## src/rtl/bitbakery_minigame.sv

```systemverilog
// bitbakery_minigame: "repeat the sequence" memory game.
//
// The game plays a fixed seven-element sequence (3,1,5,2,7,4,6). Round r
// shows the first r elements on leds, one at a time, each lit for
// SHOW_CYCLES cycles and followed by GAP_CYCLES dark cycles. The player then
// presses the matching buttons in order. A full round adds one to the score.
// The game is won after 4 rounds (dificuldade=0) or 7 rounds (dificuldade=1).
// A wrong press loses the game.
//
// Ports
//   clock        sole clock, rising edge
//   reset        synchronous, active-high
//   jogar        start/restart level (honoured in INICIAL and final states)
//   dificuldade  0 = 4 rounds, 1 = 7 rounds, latched while in PREPARA
//   botoes[6:0]  buttons, bit k = button k+1
//   estado[3:0]  current state code (doubles as the FSM debug view)
//   jogadas[6:0] last captured button vector
//   leds[2:0]    button number being shown (1..7), 0 = dark
//   pontuacao    completed rounds
//   pronto       game over (GANHOU / PERDEU / ESGOTOU)
//
// Interface note: there is no valid/ready handshake. A press is a one-cycle
// event: the cycle where any button is down and none was down on the
// previous cycle. It is consumed only in ESPERA. Otherwise it is dropped.
//
// Optional feature: define MINIGAME_TIMEOUT_EN to give each press
// TIMEOUT_CYCLES cycles. When the limit expires, the game enters ESGOTOU.
// A press that arrives on the last allowed cycle is still accepted.
module bitbakery_minigame #(
  parameter int SHOW_CYCLES    = 4,
  parameter int GAP_CYCLES     = 2,
  parameter int TIMEOUT_CYCLES = 64
) (
  input  logic       clock,
  input  logic       reset,
  input  logic       jogar,
  input  logic       dificuldade,
  input  logic [6:0] botoes,
  output logic [3:0] estado,
  output logic [6:0] jogadas,
  output logic [2:0] leds,
  output logic [2:0] pontuacao,
  output logic       pronto
);

  typedef enum logic [3:0] {
    INICIAL    = 4'd0,
    PREPARA    = 4'd1,
    MOSTRA     = 4'd2,
    APAGA      = 4'd3,
    ESPERA     = 4'd4,
    COMPARA    = 4'd5,
    PROXIMA    = 4'd6,
    FIM_RODADA = 4'd7,
    GANHOU     = 4'd8,
    PERDEU     = 4'd9,
    ESGOTOU    = 4'd10
  } state_t;

  // One shared cycle counter serves the show, gap and (optional) timeout
  // phases. It is sized for the largest of the three.
  localparam int CNT_MAX_A = (SHOW_CYCLES > GAP_CYCLES) ? SHOW_CYCLES : GAP_CYCLES;
  localparam int CNT_MAX   = (CNT_MAX_A > TIMEOUT_CYCLES) ? CNT_MAX_A : TIMEOUT_CYCLES;
  localparam int CNT_W     = $clog2(CNT_MAX + 1);

  localparam logic [CNT_W-1:0] CNT_ONE   = CNT_W'(1);
  localparam logic [CNT_W-1:0] SHOW_LAST = CNT_W'(SHOW_CYCLES - 1);
  localparam logic [CNT_W-1:0] GAP_LAST  = CNT_W'(GAP_CYCLES - 1);
`ifdef MINIGAME_TIMEOUT_EN
  localparam logic [CNT_W-1:0] TMO_LAST  = CNT_W'(TIMEOUT_CYCLES - 1);
`endif

  function automatic logic [2:0] rom_at(input logic [2:0] k);
    case (k)
      3'd0:    rom_at = 3'd3;
      3'd1:    rom_at = 3'd1;
      3'd2:    rom_at = 3'd5;
      3'd3:    rom_at = 3'd2;
      3'd4:    rom_at = 3'd7;
      3'd5:    rom_at = 3'd4;
      default: rom_at = 3'd6;
    endcase
  endfunction

  state_t           state_q, state_d;
  logic [CNT_W-1:0] cnt_q, cnt_d;
  logic [2:0]       idx_q, idx_d;   // position inside the sequence
  logic [2:0]       rnd_q, rnd_d;   // current round, 1-based
  logic [2:0]       n_q, n_d;       // rounds needed to win
  logic [2:0]       pts_q, pts_d;
  logic [6:0]       jog_q, jog_d;
  logic             any_q;          // some button was down last cycle

  logic             press_edge;
  logic [6:0]       expect_vec;
  logic             more_in_round;

  assign press_edge    = (|botoes) & ~any_q;
  assign expect_vec    = 7'd1 << (rom_at(idx_q) - 3'd1);
  // idx_q < rnd_q <= 7 always, so idx_q + 1 cannot wrap.
  assign more_in_round = (idx_q + 3'd1) < rnd_q;

  always_ff @(posedge clock) begin
    if (reset) begin
      state_q <= INICIAL;
      cnt_q   <= '0;
      idx_q   <= '0;
      rnd_q   <= '0;
      n_q     <= '0;
      pts_q   <= '0;
      jog_q   <= '0;
      any_q   <= 1'b0;
    end else begin
      state_q <= state_d;
      cnt_q   <= cnt_d;
      idx_q   <= idx_d;
      rnd_q   <= rnd_d;
      n_q     <= n_d;
      pts_q   <= pts_d;
      jog_q   <= jog_d;
      any_q   <= |botoes;
    end
  end

  always_comb begin
    state_d = state_q;
    cnt_d   = cnt_q;
    idx_d   = idx_q;
    rnd_d   = rnd_q;
    n_d     = n_q;
    pts_d   = pts_q;
    jog_d   = jog_q;

    case (state_q)
      INICIAL: begin
        if (jogar) begin
          state_d = PREPARA;
          pts_d   = '0;
          jog_d   = '0;
        end
      end
      PREPARA: begin
        n_d     = dificuldade ? 3'd7 : 3'd4;
        rnd_d   = 3'd1;
        idx_d   = 3'd0;
        cnt_d   = '0;
        pts_d   = '0;
        jog_d   = '0;
        state_d = MOSTRA;
      end
      MOSTRA: begin
        if (cnt_q == SHOW_LAST) begin
          cnt_d   = '0;
          state_d = APAGA;
        end else begin
          cnt_d = cnt_q + CNT_ONE;
        end
      end
      APAGA: begin
        if (cnt_q == GAP_LAST) begin
          cnt_d = '0;
          if (more_in_round) begin
            idx_d   = idx_q + 3'd1;
            state_d = MOSTRA;
          end else begin
            idx_d   = 3'd0;
            state_d = ESPERA;
          end
        end else begin
          cnt_d = cnt_q + CNT_ONE;
        end
      end
      ESPERA: begin
        if (press_edge) begin
          jog_d   = botoes;
          state_d = COMPARA;
        end
`ifdef MINIGAME_TIMEOUT_EN
        else if (cnt_q == TMO_LAST) begin
          state_d = ESGOTOU;
        end else begin
          cnt_d = cnt_q + CNT_ONE;
        end
`endif
      end
      COMPARA: begin
        // An exact one-hot match is required. Any extra button is a miss.
        state_d = (jog_q == expect_vec) ? PROXIMA : PERDEU;
      end
      PROXIMA: begin
        if (more_in_round) begin
          idx_d   = idx_q + 3'd1;
          cnt_d   = '0;
          state_d = ESPERA;
        end else begin
          state_d = FIM_RODADA;
        end
      end
      FIM_RODADA: begin
        pts_d = rnd_q;
        if (rnd_q == n_q) begin
          state_d = GANHOU;
        end else begin
          rnd_d   = rnd_q + 3'd1;
          idx_d   = 3'd0;
          cnt_d   = '0;
          state_d = MOSTRA;
        end
      end
      GANHOU, PERDEU, ESGOTOU: begin
        if (jogar) begin
          state_d = PREPARA;
          pts_d   = '0;
          jog_d   = '0;
        end
      end
      default: begin
        state_d = INICIAL;
        cnt_d   = '0;
        idx_d   = '0;
        rnd_d   = '0;
        n_d     = '0;
        pts_d   = '0;
        jog_d   = '0;
      end
    endcase
  end

  // All outputs are decoded from registered state only.
  assign estado    = state_q;
  assign leds      = (state_q == MOSTRA) ? rom_at(idx_q) : 3'd0;
  assign pronto    = (state_q == GANHOU) || (state_q == PERDEU) || (state_q == ESGOTOU);
  assign jogadas   = (state_q == INICIAL) ? 7'd0 : jog_q;
  assign pontuacao = (state_q == INICIAL) ? 3'd0 : pts_q;

endmodule

```

## config.mk

```make
export PLATFORM = sky130hd
export DESIGN_NAME = bitbakery_minigame
export DESIGN_NICKNAME = d
export VERILOG_FILES = /design/src/rtl/bitbakery_minigame.sv
export SDC_FILE = /design/constraint.sdc
export NUM_CORES = 1
export LEC_CHECK = 0
export CORE_MARGIN = 4
export CORE_UTILIZATION = 45
export CTS_CLUSTER_DIAMETER = 50
export DETAILED_ROUTE_END_ITERATION = 10
export PLACE_DENSITY_LB_ADDON = 0.1
export SLEW_MARGIN = 10
export SYNTH_ARGS = -nofsm -noshare
export SYNTH_HDL_FRONTEND = slang
export SYNTH_SLANG_ARGS = --single-unit
```

## constraint.sdc

```tcl
create_clock -name clock -period 2.4 [get_ports clock]
set_input_delay 0.48 -clock clock [delete_from_list [all_inputs] [get_ports clock]]
set_output_delay 0.48 -clock clock [all_outputs]
set_load 0.01 [all_outputs]
```

* Word level (Yosys, flattened, before mapping)
Cells that the tools add are included.
Widths: inputs -> output; s select.
** Cells by class
- Add/sub/neg operators :: 4
- Equal/unequal tests :: 25
- Shift operators :: 1
- Bitwise operators :: 7
- Muxes and demuxes :: 32
- Order comparisons :: 1
- Reductions and logical operators :: 18
** Operator list (number)
- $mux 7 :: 7
- $pmux 7 s5 :: 1
- $pmux 4 s8 :: 1
- $mux 3 :: 9
- $mux 4 :: 6
- $pmux 7 s3 :: 1
- $pmux 3 s3 :: 2
- $pmux 3 s6 :: 1
- $eq 4x3->1 const B :: 4
- $reduce_or 7->1 :: 2
- $eq 4x4->1 const B :: 3
- $pmux 3 s4 :: 1
- $ne 2x2->1 const B :: 5
- $reduce_or 10->1 :: 1
- $reduce_or 5->1 :: 2
- $reduce_or 9->1 :: 1
- $eq 4x2->1 const B :: 2
- $reduce_and 4->1 :: 2
- $add 7x1->7 const B :: 1
- $eq 7x1->1 const B :: 1
- $eq 7x2->1 const B :: 1
- $eq 7x7->1 :: 1
- $shl 1x3->7 const A :: 1
- $add 3x1->3 const B :: 2
- other kinds (19) :: 30
** Storage, ports and cells
- Register bits :: 31
- Output and inout bits :: 18

* Longest topological paths before layout
- Depth in word-level cells :: 7
- Depth in mapped cells :: 11
- Gate-level depth less buffers :: 10

* Worst setup path before layout
No wires, ideal clock.
- Path kind :: reg-to-reg
- Start :: register idx_q[0]
- End :: register cnt_q[5]
- Cell stages (with the launch flop) :: 11
- Arrival :: 2.459 ns
- Setup slack :: -0.129 ns
- Clock period less this slack :: 2.529 ns
- Path through :: dfxtp_1 ha_1 ha_1 inv_1 ha_1 a21oi_4 o21ai_4 a211oi_4 nor2_4 or4_1 a21oi_1
** Between the ends
- Longest elaborated chain between the ends :: 4
** Ends and longest elaborated chain
- start, declared :: RTL line 87 : logic [2:0] idx_q, idx_d;
- start signal, assigned :: RTL line 116 : idx_q <= idx_d;
- $add 3x1->3 :: RTL line 101 : assign more_in_round = (idx_q + 3'd1) < rnd_q;
- $lt 3x3->1 :: RTL line 101
- $ne 2x2->1 (no source line)
- $reduce_and 3->1 (no source line)
- end signal, assigned :: RTL line 115 : cnt_q <= cnt_d;
- end, declared :: RTL line 86 : logic [CNT_W-1:0] cnt_q, cnt_d;
Every way passes these cells.
A chain may end at the register's enable or synchronous reset.

* Worst setup path in the final report
- Start :: register idx_q[0]
- End :: output port leds[2]
** Between the ends
- Longest elaborated chain between the ends :: 3
** Ends and longest elaborated chain
- $eq 3x3->1, or another cell as far along :: RTL line 74 : case (k)
- $pmux 3 s6 * :: RTL line 74
- $mux 3 * :: RTL line 231 : assign leds = (state_q == MOSTRA) ? rom_at(idx_q) : 3'd0;
- end, declared :: RTL line 41 : output logic [2:0] leds,
Every way passes the cells marked *; elsewhere a longest branch is shown, timed or not.

==> flow_metrics.env <==
export IMPL_setup_viol=0
export IMPL_synth_edff_count=0
export IMPL_final_cell_mix="nor2_1 (33), dfxtp_1 (28), buf_4 (27)"
export IMPL_fin_crit_sh=0.9793
export IMPL_finalMaxSlewViolations=0
export IMPL_core_mm2=0.004723
export IMPL_overflow=0
export IMPL_status="complete, no violations"
export IMPL_avgRoutedWirePerCell_um=14.47
export IMPL_finalNetCount=342
export IMPL_yosysSeqAreaShare=0.2749
export IMPL_grt_first_pass_wirelength_mm=9.639
export IMPL_synth_cell_type_count=66
export IMPL_syn_avg_cell_area_um2=7.973
export IMPL_clockBufferDepth=2
export IMPL_worstPathArrival_ns=1.87
export IMPL_end_kind="output pin"
export IMPL_hp_class="reg -> reg"
export IMPL_drt_iter0_markers=54
export IMPL_max_stage_delay_ns=0.39
export IMPL_place_gp_congestion=0.8206
export IMPL_p_comb_frac=0.530
export IMPL_power_density_mw_per_mm2=772.4
export IMPL_drc=0
export IMPL_antennaDiodeCount=0
export IMPL_wl_mm=5.630
export IMPL_hold_viol_final=0
export IMPL_synth_cells=274
export IMPL_cp_required_ns=1.92
export IMPL_path_cells="inv_1 -> ha_1 -> buf_4 -> o21ai_0 -> o311a_1 -> nor4_2 -> dlygate4sd2_1"
export IMPL_skew_ns=0.01101
export IMPL_async_flop_share=0
export IMPL_p_switching_uw=906.0
export IMPL_min_period_ns=2.350
export IMPL_viasPerCell=5.460
export IMPL_cts_hold_buf=0
export IMPL_cts_htree_levels=2
export IMPL_cts_made_buffers=5
export IMPL_grt_util_all_layers=0.1961
export IMPL_cts_sinks=30
export IMPL_hold_depth=2
export IMPL_clockPowerShare=0.195
export IMPL_io_pins=29
export IMPL_fillers=422
export IMPL_synth_area_mm2=0.002185
export IMPL_ant_nets=0
export IMPL_crit_buf_inv=3
export IMPL_swShare=0.4073
export IMPL_start_kind="flip-flop"
export IMPL_power_internal_mw=1.319
export IMPL_dr_pass1_iters=4
export IMPL_clk_latency_ns=0.29
export IMPL_p_leak_nw=1.039
export IMPL_final_common_cell="nor2_1"
export IMPL_hpwl_mm=4.071
export IMPL_num_rows=25
export IMPL_synth_flop_cell="dfxtp_1"
export IMPL_clk_pin_slew_ns=0.07
export IMPL_cts_tree="done"
export IMPL_power_frac_seq=0.276
export IMPL_tightest_slew_ns=0.4652
export IMPL_antenna_found_initial=0
export IMPL_worstSetupPathDepth=7
export IMPL_criticalPathCategory="reg -> out"
export IMPL_initial_utilization=0.4625
export IMPL_vias=2124
export IMPL_vdd_ir_drop_max_mv=0.5735
export IMPL_yosys_warnings=0
export IMPL_cap_violations=0
export IMPL_chipWidth_um=77.68
export IMPL_setup_tns_ns=0
export IMPL_fin_util=0.6098
export IMPL_crit_fanout=9
export IMPL_cts_root_buf="clkbuf_8"
export IMPL_design_die_area_mm2=0.006033
export IMPL_ff2ff_path_depth=11
export IMPL_grt_max_degree=23
export IMPL_cp_slowest_cell="dfxtp_4"
export IMPL_slew_headroom=0.6850
export IMPL_area_growth_pct=31.84
export IMPL_syn_num_nets=295
export IMPL_drive_gt1_frac=0.2205
export IMPL_ys_seq_elements=30
export IMPL_port_buffers=28
export IMPL_die_h_um=77.68
export IMPL_path_delay_family="buffers and inverters"
export IMPL_fmax_ghz=0.4255
export IMPL_rsz0062_at_grt="true"
export IMPL_grt_pass1_vias=2088
[sequential cells by signal (all words and copies together) (netlist names)]
signal  count
cnt_q       7
jog_q       7
estado      4
idx_q       3
pts_q       3
rnd_q       3
n_q         2
any_q       1
[routing by layer]
metal	GRT usage	up-vias	part of all wire
met2	0.3279	49	0.48
met3	0.04872	14	0.053
met1	0.2386	973	0.44
li1	-	1088	-
met5	0	-	0
met4	0.08007	0	0.020
[cells in the mapped netlist (4+ instances only)]
cell | instances | area share
inv_1 | 13 | 0.022
o21ai_0 | 12 | 0.027
ha_1 | 10 | 0.057
nor2_1 | 34 | 0.058
nand3_1 | 13 | 0.030
nor2b_1 | 10 | 0.029
nand2b_1 | 15 | 0.043
nand2_1 | 8 | 0.014
clkbuf_1 | 8 | 0.014
a22oi_1 | 6 | 0.021
o22ai_1 | 4 | 0.011
or3_1 | 5 | 0.014
dfxtp_1 | 30 | 0.27
nor4_1 | 4 | 0.011
a21oi_1 | 26 | 0.060
mux2_2 | 4 | 0.021
xor2_1 | 5 | 0.020
[final timing paths]
check,start,end,slack [ns]
worst max-delay path,idx_q[0],leds[2],0.05
worst min-delay path,jog_q[5],jog_q[5],0.47
worst max register to register,idx_q[0],cnt_q[3],0.08
worst min register to register,jog_q[5],jog_q[5],0.47
[metrics by stage]
stage,area [µm²],power (mW),setup slack [ns],instances,hold WS (ns)
after global placement,2676,1.733,-0.02908,380,0.4622
after CTS,2796,2.178,0.005057,388,0.4811
after detailed placement,2676,1.739,-0.1008,380,0.4689
final,2880,2.225,0.04969,389,0.4744
after global routing,2880,2.381,-0.04127,389,0.4993
after floorplan,2197,1.364,0.0003861,274,0.4453
[worst min-delay path: cells and delay by family, from the launching register on]
kind / cells / cell delay, ns
compound gates: 1 / 0.05
simple gates: 1 / 0.07
flops: 1 / 0.31
[power by group through the flow]
stage | Combinational (mW) | Sequential, mW | Clock [mW]
after floorplan | 0.743 | 0.621 | 0
after global placement | 1.12 | 0.615 | 0
after CTS | 1.12 | 0.610 | 0.444
final | 1.18 | 0.613 | 0.433
after global routing | 1.29 | 0.623 | 0.466
after detailed placement | 1.12 | 0.618 | 0
[layout make-up]
cell class              instances  area (µm²)  area share
multi-input cells             215        1564      0.5430
flip-flops and latches         30       605.6      0.2103
repair buffers                 55       479.2      0.1664
well taps                      67       83.83     0.02911
clock buffers                   6       82.58     0.02867
inverters                      14       52.55     0.01825
clock inverters                 2       12.51    0.004344
[kinds of logic after synthesis]
kind of cell | after synthesis | share of synthesized area
xor+xnor | 8 | 0.03207
fa+ha+maj | 10 | 0.05727
buf+inv | 29 | 0.06071
flops | 30 | 0.2749
simple gates | 107 | 0.2663
compound gates | 85 | 0.2835
mux | 5 | 0.02520
[what timing repair did]
item,4_1_cts,5_1_grt
gates resized for setup,9,16
setup endpoints to repair,8,19
pin swaps,4,6
buffers inserted,0,1
Power figures use the tool's default switching activity.
